### src/rtl/ff4_load_arbiter.sv
// Round-robin arbiter and load/readback sequencer for one shared negedge-capture register.
// Optional macro ARB_LOCK_EN: a locked winner holding req is re-granted without advancing ptr.
module ff4_load_arbiter #(
    parameter int NREQ  = 4,
    parameter int WIDTH = 4
) (
    input  logic                    clk,
    input  logic                    rst_n,
    input  logic [NREQ-1:0]         req,
    input  logic [NREQ*WIDTH-1:0]   req_data,
    input  logic [NREQ-1:0]         lock,
    input  logic                    err_clr,
    output logic [NREQ-1:0]         gnt,
    output logic [NREQ-1:0]         ack,
    output logic                    ff_load,
    output logic [WIDTH-1:0]        ff_d,
    input  logic [WIDTH-1:0]        ff_q,
    output logic                    busy,
    output logic                    err
);

    localparam int PW = (NREQ > 1) ? $clog2(NREQ) : 1;

    typedef enum logic [1:0] {
        IDLE   = 2'd0,
        LOAD   = 2'd1,
        VERIFY = 2'd2
    } state_t;

    state_t           state, state_next;
    logic [PW-1:0]    ptr, ptr_next;
    logic [PW-1:0]    winner, winner_next;
    logic [WIDTH-1:0] data, data_next;
    logic             relock, relock_next;
    logic             err_next;
    logic [NREQ-1:0]  cand;
    logic             found;
    logic [PW-1:0]    pick;
    logic             lock_hit;

`ifdef ARB_LOCK_EN
    assign lock_hit = (state == VERIFY) && lock[winner] && req[winner];
`else
    logic unused_lock;
    assign unused_lock = ^lock;
    assign lock_hit    = 1'b0;
`endif

    // The requester being acked still holds req, so it is excluded from the next pick.
    always_comb begin
        cand = req;
        if (state == VERIFY) begin
            cand[winner] = 1'b0;
        end
    end

    always_comb begin
        found = 1'b0;
        pick  = '0;
        for (int k = 0; k < NREQ; k++) begin
            if (!found && cand[(int'(ptr) + k) % NREQ]) begin
                found = 1'b1;
                pick  = PW'((int'(ptr) + k) % NREQ);
            end
        end
    end

    always_comb begin
        state_next  = state;
        ptr_next    = ptr;
        winner_next = winner;
        data_next   = data;
        relock_next = relock;
        case (state)
            IDLE: begin
                relock_next = 1'b0;
                if (found) begin
                    state_next  = LOAD;
                    winner_next = pick;
                    data_next   = req_data[int'(pick)*WIDTH +: WIDTH];
                end
            end
            LOAD: begin
                state_next = VERIFY;
                if (!relock) begin
                    ptr_next = PW'((int'(winner) + 1) % NREQ);
                end
            end
            VERIFY: begin
                if (lock_hit) begin
                    state_next  = LOAD;
                    data_next   = req_data[int'(winner)*WIDTH +: WIDTH];
                    relock_next = 1'b1;
                end else if (found) begin
                    state_next  = LOAD;
                    winner_next = pick;
                    data_next   = req_data[int'(pick)*WIDTH +: WIDTH];
                    relock_next = 1'b0;
                end else begin
                    state_next  = IDLE;
                    relock_next = 1'b0;
                end
            end
            default: state_next = IDLE;
        endcase
    end

    // A mismatch in the same cycle as err_clr wins so the new error is never lost.
    assign err_next = ((state == VERIFY) && (ff_q != data)) || (err && !err_clr);

    always_ff @(posedge clk or negedge rst_n) begin
        if (!rst_n) begin
            state  <= IDLE;
            ptr    <= '0;
            winner <= '0;
            data   <= '0;
            relock <= 1'b0;
            err    <= 1'b0;
        end else begin
            state  <= state_next;
            ptr    <= ptr_next;
            winner <= winner_next;
            data   <= data_next;
            relock <= relock_next;
            err    <= err_next;
        end
    end

    assign gnt     = (state == LOAD)   ? (NREQ'(1) << winner) : '0;
    assign ack     = (state == VERIFY) ? (NREQ'(1) << winner) : '0;
    assign ff_load = (state == LOAD);
    assign ff_d    = (state == IDLE) ? '0 : data;
    assign busy    = (state != IDLE);

endmodule

### config.mk
export PLATFORM = sky130hd
export DESIGN_NAME = ff4_load_arbiter
export DESIGN_NICKNAME = d
export VERILOG_FILES = /design/src/rtl/ff4_load_arbiter.sv
export SDC_FILE = /design/constraint.sdc
export NUM_CORES = 1
export LEC_CHECK = 0
export CAP_MARGIN = 25
export CORE_MARGIN = 2
export CORE_UTILIZATION = 30
export CTS_BUF_LIST = sky130_fd_sc_hd__clkbuf_16
export DETAILED_ROUTE_END_ITERATION = 10
export GPL_TIMING_DRIVEN = 0
export PLACE_DENSITY = 0.67
export SLEW_MARGIN = 20
export SYNTH_ARGS = -nofsm -noshare
export SYNTH_HDL_FRONTEND = slang
export SYNTH_SLANG_ARGS = --single-unit
### constraint.sdc
create_clock -name clk -period 4.82 [get_ports clk]
set_clock_uncertainty 0.1 [all_clocks]
set_input_delay 0.964 -clock clk [delete_from_list [all_inputs] [get_ports clk]]
set_output_delay 0.964 -clock clk [all_outputs]
set_load 0.03 [all_outputs]
==> run metrics <==
Via Count ~810; CTS H-tree depth 1; RSZ-0062 raised after global routing false; Period Utilization, post-route 0.6193; Ys Warns 0; CTS tree done; Worst R2R Start winner[0]; power consumption ~800 uW; worst skew pair latency between 0.2 and 0.25 ns; Post-DRT Antenna Nets 0; minimum clock period ~3 ns; Initial Util 0.3097; fraction of the mapped netlist area in adder cells 0.06015; ys async rst share 1.000; share of post-route cells with drive strength above 1 0.08955; Max Root-Sink Buffers 2; syn avg cell area ~9.3 sq um; Worst Setup Path Type register to primary output; Post-DP HPWL approximately 1700 um; number of remaining DRC errors 0; Worst Hold Class register to register; largest net degree at the start of global routing 12; clk root buf clkbuf_16; metal3 WL 109 um; Crit. End Element primary output; Reg2Reg Depth 8; core area 0.002686 sq mm; Die Height ~57 um; GRT Util Overall 0.1392; Arr. time, crit path 1.92 ns; cells resized by post-CTS repair 0; Setup Viol. Count Final 0; Detailed Route Iter0 Violations 12; pwr dens 600.8 mW/mm^2; Min-Delay Startpoint data[3]; Synth Area in XOR/XNOR 0.04211; Worst Setup SP state[0]; area delta synth->final 63.61%; grt total ovfl 0; die footprint around 0.0032 sq mm; Max Cap Viol 0; Synth Area in Simple Gates 0.2195; Cell Area, Synth roughly 830 sq um; CTS clk-pin slew, worst paths 0.04 ns; FILL cells about 260; Max Clock Freq about 0.34 GHz; hold buffers post-CTS 0; Setup TNS Final 0 ns; Post-CTS Setup Bufs 0; status finished, final reports clean; commonest non-fill, non-tap cell in the layout clkdlybuf4s50_1; Max Slew Vio Count 0; static leakage slightly above 0.0006 uW; first-pass GRT wire length between 3000 and 4000 um; post-synthesis mux area share 0.1098; final hold violations 0; Synth Flop Type dfrtp_1; worst-path fanout max 9; routability congestion estimate from global placement approximately 0.74; DR WL met2 1127 um; Post-synth EDFFs 0; post-synthesis cell count approximately 90; DR vias/cell around 4.9; register area share after synthesis 0.3308; worst vdd ir ~0.00038 V; Final nets 170; Die X 56.67 um; Slew @ Worst Pin around 0.64 ns; Initial DRT Pass Iterations 4; Synth cell types 30; Cell Rows 19; R2R Setup Slk between 2 and 3 ns; PnR worst setup slack 1.835 ns; Max Used Layer met3; CTS Sinks 11; Routed met1 length 853 um; Port Buf Inserts between 40 and 50; vias in the first global route around 770; drt wl/cell between 10 and 15 um; pre-CTS WS approximately 1.8 ns; Critical Path Sink gnt[3]; initial antenna violation count 0; Antenna Cells 0; Synth Register Bits 11; most frequent cells in the layout clkdlybuf4s50_1, inv_1, dfrtp_1, nand2_1, mux2i_1; # IOs 46; final wirelength roughly 2100 um; Crit Reg-Reg Endpoint data[0]; TritonCTS Buffers 3; CP required around 3.8 ns; Slew headroom 0.5719; largest family of logic cells by synthesized area simple AND/OR/NAND/NOR gates; Compound-Gate Fraction of Synth Area 0.1639; critical path startpoint category register; Syn Nets roughly 120
[metal layers]
layer,track usage,vias to the layer above
li1,-,404
met1,0.1633,391
met2,0.2458,17
met3,0.05069,0
met4,0.02041,0
met5,0,-
[cells in the mapped netlist, types with 2 or more instances]
master    number  area, sq um
dfrtp_1       11        275.3
ha_1           4        50.05
nor2b_1        6        37.54
o32ai_1        3        26.28
inv_1         11        41.29
nand3b_1       2        15.01
and2_1         4        25.02
and3b_1        2        17.52
xor2_1         4        35.03
nor2_1         2        7.510
o21ai_0        4        20.02
nand2_1        9        33.78
mux2i_1        8        80.08
o221ai_1       3        26.28
[final cells by class]
cell class / instances / area, sq um / area share
repair buffers: 41 / 410.4 / 0.3015
inverters: 11 / 41.29 / 0.03033
clock buffers: 3 / 75.07 / 0.05515
well taps: 31 / 38.79 / 0.02849
clock inverters: 1 / 5.005 / 0.003676
multi-input cells: 64 / 495.5 / 0.3640
plain buffers: 3 / 20.02 / 0.01471
flip-flops and latches: 11 / 275.3 / 0.2022
[kinds of logic after synthesis]
family / after synthesis
simple gates: 30
compound gates: 17
buf+inv: 14
flops: 11
mux: 9
xor+xnor: 4
fa+ha+maj: 4
[power by group]
group	leakage (uW)	internal [uW]	switching, uW	total (uW)
combinational	0.000432	224	259	483
clock	0.0000409	109	37.5	147
sequential	0.000134	139	48.9	188
[through the flow]
step | hold slack [ns] | instance area [sq um] | std cells | utilization
floorplan | 0.3884 | 832.0 | 89 | -
global placement | 0.4068 | 1281 | 161 | 0.4769
detailed placement | 0.4114 | 1281 | 161 | 0.4769
CTS | 0.4306 | 1361 | 165 | 0.5068
global route | 0.4776 | 1361 | 165 | 0.5068
finish | 0.4313 | 1361 | 165 | 0.5068
[worst min-delay path by stage]
stage / to / slack [ns] / depth (start not counted)
after floorplan: data[0] / 0.39 / 2
final: data[3] / 0.43 / 2
after global placement: err / 0.41 / 2
after global routing: err / 0.48 / 2
after detailed placement: err / 0.41 / 2
after CTS: data[3] / 0.43 / 2
[sequential cells by signal, indices dropped and copies added (netlist names)]
register  flops
data          4
err           1
winner        2
ptr           2
state         2
[critical path, cell delays in order, from the launching register on]
cell and delay [ns]:
dfrtp_1 0.47, nor2b_1 0.16, clkbuf_1 0.23, and2_1 0.17
clkdlybuf4s50_1 0.66
Power figures use the tool's default switching activity.
